===== src/rtl/seg_scan_mux_if.sv =====
// Bus between the value producer, the scanner and the downstream segment decoder.
// load/value/dp_in flow into the scanner; digit/an/dp and the strobes flow out.
interface seg_scan_mux_if #(
  parameter int NUM_DIGITS = 4
);
  logic                    load;
  logic [4*NUM_DIGITS-1:0] value;
  logic [NUM_DIGITS-1:0]   dp_in;
  logic [3:0]              digit;
  logic [NUM_DIGITS-1:0]   an;
  logic                    dp;
  logic                    load_ack;
  logic                    frame;

  modport master (
    output load, value, dp_in,
    input  digit, an, dp, load_ack, frame
  );

  modport slave (
    input  load, value, dp_in,
    output digit, an, dp, load_ack, frame
  );
endinterface


===== src/rtl/seg_scan_mux.sv =====
// Time-multiplexed common-anode 7-segment scanner with a double-buffered BCD value.
// Optional leading-zero blanking is enabled by defining SEG_LZB_EN.
module seg_scan_mux #(
  parameter int CLK_DIV    = 100000,
  parameter int NUM_DIGITS = 4
) (
  input  logic          clk,
  input  logic          rst_n,
  seg_scan_mux_if.slave bus
);
  localparam int PRE_W = $clog2(CLK_DIV);
  localparam int IDX_W = (NUM_DIGITS > 1) ? $clog2(NUM_DIGITS) : 1;
  localparam int VAL_W = 4 * NUM_DIGITS;
  localparam logic [PRE_W-1:0] PRE_LAST = PRE_W'(CLK_DIV - 1);
  localparam logic [IDX_W-1:0] IDX_LAST = IDX_W'(NUM_DIGITS - 1);

  logic [PRE_W-1:0]      pre_q, pre_d;
  logic [IDX_W-1:0]      idx_q, idx_d;
  logic [VAL_W-1:0]      act_val_q, act_val_d;
  logic [VAL_W-1:0]      pend_val_q, pend_val_d;
  logic [NUM_DIGITS-1:0] act_dp_q, act_dp_d;
  logic [NUM_DIGITS-1:0] pend_dp_q, pend_dp_d;
  logic                  pend_vld_q, pend_vld_d;
  logic [3:0]            digit_q, digit_d;
  logic [NUM_DIGITS-1:0] an_q, an_d;
  logic                  dp_q, dp_d;
  logic                  ack_q, ack_d;
  logic                  frame_q;
  logic                  tick;
  logic                  boundary;
  logic [3:0]            nib [NUM_DIGITS];
  logic [NUM_DIGITS-1:0] blank;

  assign tick     = (pre_q == PRE_LAST);
  assign boundary = tick && (idx_q == IDX_LAST);

  genvar gi;
  generate
    for (gi = 0; gi < NUM_DIGITS; gi++) begin : g_digit
      assign nib[gi]  = act_val_q[gi*4 +: 4];
      assign an_d[gi] = !((idx_q == IDX_W'(gi)) && !blank[gi]);
    end
  endgenerate

`ifdef SEG_LZB_EN
  // zero_above[k]: every nibble from k up to the top digit is zero.
  logic [NUM_DIGITS:0] zero_above;
  assign zero_above[NUM_DIGITS] = 1'b1;
  generate
    for (gi = 0; gi < NUM_DIGITS; gi++) begin : g_lzb
      assign zero_above[gi] = zero_above[gi+1] && (nib[gi] == 4'h0);
      if (gi == 0) begin : g_units
        assign blank[gi] = 1'b0;
      end else begin : g_upper
        assign blank[gi] = zero_above[gi] && !act_dp_q[gi];
      end
    end
  endgenerate
`else
  assign blank = '0;
`endif

  always_comb begin
    pre_d      = tick ? '0 : pre_q + 1'b1;
    idx_d      = idx_q;
    act_val_d  = act_val_q;
    act_dp_d   = act_dp_q;
    pend_val_d = pend_val_q;
    pend_dp_d  = pend_dp_q;
    pend_vld_d = pend_vld_q;
    ack_d      = 1'b0;

    if (tick) begin
      idx_d = (idx_q == IDX_LAST) ? '0 : idx_q + 1'b1;
    end

    // The active value only swaps at a frame boundary, so a frame never tears.
    if (boundary && bus.load) begin
      act_val_d  = bus.value;
      act_dp_d   = bus.dp_in;
      pend_vld_d = 1'b0;
      ack_d      = 1'b1;
    end else if (boundary && pend_vld_q) begin
      act_val_d  = pend_val_q;
      act_dp_d   = pend_dp_q;
      pend_vld_d = 1'b0;
      ack_d      = 1'b1;
    end else if (bus.load) begin
      pend_val_d = bus.value;
      pend_dp_d  = bus.dp_in;
      pend_vld_d = 1'b1;
    end

    digit_d = blank[idx_q] ? 4'hF : nib[idx_q];
    dp_d    = ~act_dp_q[idx_q];
  end

  always_ff @(posedge clk or negedge rst_n) begin
    if (!rst_n) begin
      pre_q      <= '0;
      idx_q      <= '0;
      act_val_q  <= '0;
      act_dp_q   <= '0;
      pend_val_q <= '0;
      pend_dp_q  <= '0;
      pend_vld_q <= 1'b0;
      digit_q    <= 4'h0;
      an_q       <= '1;
      dp_q       <= 1'b1;
      ack_q      <= 1'b0;
      frame_q    <= 1'b0;
    end else begin
      pre_q      <= pre_d;
      idx_q      <= idx_d;
      act_val_q  <= act_val_d;
      act_dp_q   <= act_dp_d;
      pend_val_q <= pend_val_d;
      pend_dp_q  <= pend_dp_d;
      pend_vld_q <= pend_vld_d;
      digit_q    <= digit_d;
      an_q       <= an_d;
      dp_q       <= dp_d;
      ack_q      <= ack_d;
      frame_q    <= boundary;
    end
  end

  assign bus.digit    = digit_q;
  assign bus.an       = an_q;
  assign bus.dp       = dp_q;
  assign bus.load_ack = ack_q;
  assign bus.frame    = frame_q;
endmodule

===== src/flat_wrapper.sv =====
// flat-port wrapper written by rule: the top's interface ports become plain ports
module seg_scan_mux_flat 
#(
  parameter int CLK_DIV    = 100000,
  parameter int NUM_DIGITS = 4
)
  (clk, rst_n, bus_load, bus_value, bus_dp_in, bus_digit, bus_an, bus_dp, bus_load_ack, bus_frame);
  seg_scan_mux_if #(.NUM_DIGITS(NUM_DIGITS)) bus_i ();
  input  logic clk;
  input  logic rst_n;
  input wire logic [$bits(bus_i.load)-1:0] bus_load;
  input wire logic [$bits(bus_i.value)-1:0] bus_value;
  input wire logic [$bits(bus_i.dp_in)-1:0] bus_dp_in;
  output wire logic [$bits(bus_i.digit)-1:0] bus_digit;
  output wire logic [$bits(bus_i.an)-1:0] bus_an;
  output wire logic [$bits(bus_i.dp)-1:0] bus_dp;
  output wire logic [$bits(bus_i.load_ack)-1:0] bus_load_ack;
  output wire logic [$bits(bus_i.frame)-1:0] bus_frame;
  assign bus_i.load = bus_load;
  assign bus_i.value = bus_value;
  assign bus_i.dp_in = bus_dp_in;
  assign bus_digit = bus_i.digit;
  assign bus_an = bus_i.an;
  assign bus_dp = bus_i.dp;
  assign bus_load_ack = bus_i.load_ack;
  assign bus_frame = bus_i.frame;
  seg_scan_mux #(.CLK_DIV(CLK_DIV), .NUM_DIGITS(NUM_DIGITS)) u_core (.clk(clk), .rst_n(rst_n), .bus(bus_i));
endmodule

===== config.mk =====
export PLATFORM = sky130hd
export DESIGN_NAME = seg_scan_mux_flat
export DESIGN_NICKNAME = d
export VERILOG_FILES = /design/src/rtl/seg_scan_mux_if.sv /design/src/rtl/seg_scan_mux.sv /design/src/flat_wrapper.sv
export SDC_FILE = /design/constraint.sdc
export NUM_CORES = 1
export LEC_CHECK = 0
export ABC_AREA = 1
export BUFFER_PORTS_ARGS = -buffer_cell sky130_fd_sc_hd__buf_2
export CAP_MARGIN = 30
export CORE_ASPECT_RATIO = 0.75
export CORE_MARGIN = 2
export CORE_UTILIZATION = 24
export DETAILED_ROUTE_END_ITERATION = 10
export GPL_TIMING_DRIVEN = 0
export PLACE_DENSITY = 0.35
export SKIP_LAST_GASP = 1
export SYNTH_ARGS = -nofsm -noshare
export SYNTH_HDL_FRONTEND = slang
export SYNTH_SLANG_ARGS = --single-unit

===== constraint.sdc =====
create_clock -name clk -period 4.4 [get_ports clk]
set_clock_uncertainty 0.05 [all_clocks]
set_input_delay 0.22 -clock clk [delete_from_list [all_inputs] [get_ports clk]]
set_output_delay 0.22 -clock clk [all_outputs]
set_load 0.01 [all_outputs]

==> qor.yml <==
tns_ns: 0
pwr-share-clk_pct: 47.3
grt_first_pass_wirelength_mm: 15.5
drive_gt1_share_pct: 14.4
cts_buffer_depth: 2
fin_crit_sh_pct: 46.6
final.setup.worst_slack_ns: 2.35
worst_pin_slew_ns: 0.617
wl_mm: 9.48
finalCriticalPeriod_ns: 2.05
io_buffers: 33
holdWs_ns: 0.0832
critPathRequiredTime_ns: 4.63
p_per_area_nw_per_um2: 346
rows: 37
setup_violations: 0
design_power_total_mw: 1.44
finalHoldViolCount: 0
path_clk_slew_ns: 0.06
ys_warn_count: 0
crit_path_end_kind: "register"
status: "finished, final reports clean"
clkLatencyLatePin_ns: 0.33
n_antenna_cell: 0
power.leakage_nw: 2.28
cts_setup_buffers: 0
intPower_mw: 1.09
design_area_um2: 4140
dr.first_iter.drc_count: 205
grt_pass1_vias: 2760
wl_per_cell_um: 14.1
hold_class: "in -> reg"
h-tree-depth: 3
grtUsageTotal_pct: 13.8
cts.sinks: 71
combPwrFrac_pct: 5.5
vias: 2855
final_nets: 522
globalRouteOverflowTotal: 0
ir_drop_uv: 160
worstPathMaxFanout: 10
antenna_found_initial: 0
io_pins: 34
chipWidth_um: 142
dp.final_hpwl_mm: 6.82
worstHoldStart: "bus_dp_in[2]"
root_buffer: "clkbuf_16"
drt.antenna.violating_nets: 0
fmax_mhz: 488
core-area_um2: 13900
ys_seq_elements: 71
syn_inst: 448
area_growth_pct: 20.3
critPathLaunch: "u_core.pre_q[0]"
area.sequential_um2: 1780
p_sw_share_pct: 23.8
drv_slew: 0
dieArea_um2: 15300
cts_resized: 0
avgSynthCellArea_um2: 7.69
worstSetupPathType: "reg -> reg"
syn-cell-area_um2: 3440
syn_nets: 476
start_util_pct: 24.8
grt_max_degree: 49
dp_slack_ns: 2.34
p_sw_mw: 0.341
multi_input_area_um2: 1370
synth.distinct_cells: 25
rsz0062_at_grt: "no"
r2r-start: "u_core.pre_q[0]"
seqPwrFrac_pct: 47.2
cap_violations: 0
yosysSeqAreaShare_pct: 51.8
placed_cell_area_um2: 3860
vias_per_cell: 4.24
cts_made_buffers: 9
cts_tree: "built"
drc: 0
first_pass_iters: 6
nFillCells: 1547
die_y_um: 108
gp_congestion: 0.816
cp-start-kind: "register"
slew_headroom_pct: 58.9
cp.arrival_ns: 2.27
## per-stage QoR
step	util (%)	instances
3_5_place_dp	27.8	657
6_report	29.8	674
5_1_grt	29.8	674
3_3_place_gp	27.6	656
4_1_cts	29.8	674
2_1_floorplan	-	448
## area by class of cell
| type | instances | area share [%] |
|---|---|---|
| Sequential cell | 71 | 43.0 |
| Multi-Input combinational cell | 308 | 33.1 |
| Clock buffer | 11 | 5.86 |
| Tap cell | 175 | 5.28 |
| Timing Repair Buffer | 35 | 4.95 |
| Inverter | 52 | 4.71 |
| Buffer | 17 | 2.23 |
| Clock inverter | 5 | 0.815 |
## Yosys cell counts
| cell type | number | area share (%) |
|---|---|---|
| a21oi_1 | 7 | 1.0 |
| a32o_1 | 1 | 0.29 |
| and3_1 | 1 | 0.18 |
| buf_1 | 2 | 0.22 |
| buf_2 | 5 | 0.73 |
| buf_4 | 2 | 0.44 |
| buf_6 | 2 | 0.65 |
| clkbuf_1 | 6 | 0.65 |
| dfrtp_1 | 66 | 48 |
| dfstp_2 | 5 | 3.8 |
| ha_1 | 5 | 1.8 |
| inv_1 | 49 | 5.3 |
| inv_2 | 3 | 0.33 |
| nand2_1 | 153 | 17 |
| nand3_1 | 24 | 3.5 |
| nand3_2 | 2 | 0.58 |
| nand3b_4 | 1 | 0.58 |
| nand4_1 | 5 | 0.91 |
| nor2_1 | 73 | 8.0 |
| nor2_2 | 2 | 0.36 |
| nor2_4 | 1 | 0.33 |
| nor3_1 | 6 | 0.87 |
| o21ai_0 | 15 | 2.2 |
| o22ai_1 | 6 | 1.1 |
| xor2_1 | 6 | 1.5 |
## state kept, by name (all words and copies together) (netlist names)
signal               flops
u_core.pre_q            17
u_core.bus.frame         1
u_core.idx_q             2
u_core.act_dp_q          4
u_core.pend_vld_q        1
u_core.bus.dp            1
u_core.act_val_q        16
u_core.pend_val_q       16
u_core.bus.digit         4
u_core.bus.load_ack      1
u_core.pend_dp_q         4
u_core.bus.an            4
## per-layer routing
metal / track usage, % / wire length, um / up-vias
li1: - / - / 1469
met4: 4.88 / 153 / 0
met5: 0 / 0 / -
met2: 17.4 / 3400 / 56
met3: 3.43 / 435 / 12
met1: 21.9 / 5500 / 1318
## placed cells by master (no fill, tap or decap), drive strengths merged, types with 2 or more instances in the layout
master and count:
nand2 153, nor2 76, dfrtp 66, inv 52, buf 45, nand3 26
clkbuf 17, o21ai 15, a21oi 7, nor3 6, xor2 6, o22ai 6
nand4 5, ha 5, dfstp 5, clkinv 3, clkinvlp 2
## power by group through the flow
stage	Combinational (mW)	Clock (mW)	Sequential, mW
after floorplan	0.0390	0	0.688
after global placement	0.0758	0	0.689
after detailed placement	0.0802	0	0.689
after CTS	0.0812	0.700	0.677
after global routing	0.0932	0.738	0.679
final	0.0789	0.679	0.677
## worst max-delay path: stages (launching register included)
cell and delay (ns):
dfrtp_1 0.38, ha_1 0.22, nand2_1 0.08, nor2_2 0.21, nand3_1 0.13, nor2_1 0.16, nand4_1 0.12, clkbuf_1 0.32
nand2_1 0.14, nand2_1 0.11, nand2_1 0.07
## final timing paths
check / to / slack [ns] / cells past startpoint
worst max-delay path: u_core.act_val_q[3] / 2.35 / 10
worst min-delay path: u_core.pend_dp_q[2] / 0.08 / 3
worst max register to register: u_core.act_val_q[3] / 2.35 / 10
worst min register to register: u_core.pend_val_q[7] / 0.42 / 2
max in group asynchronous: u_core.bus.dp / 3.40 / 3
min in group asynchronous: u_core.pre_q[7] / 0.28 / 2
## timing repair
action,CTS,global route
setup endpoints to repair,0,0
hold buffers,1,0
hold endpoints to repair,19,0
## cell families after synthesis
family	share of synthesized area (%)
compound gates	4.58
xor+xnor	1.53
fa+ha+maj	1.82
buf+inv	8.36
flops	51.8
simple gates	31.9
Note: power is estimated with default switching activity, not from simulation.
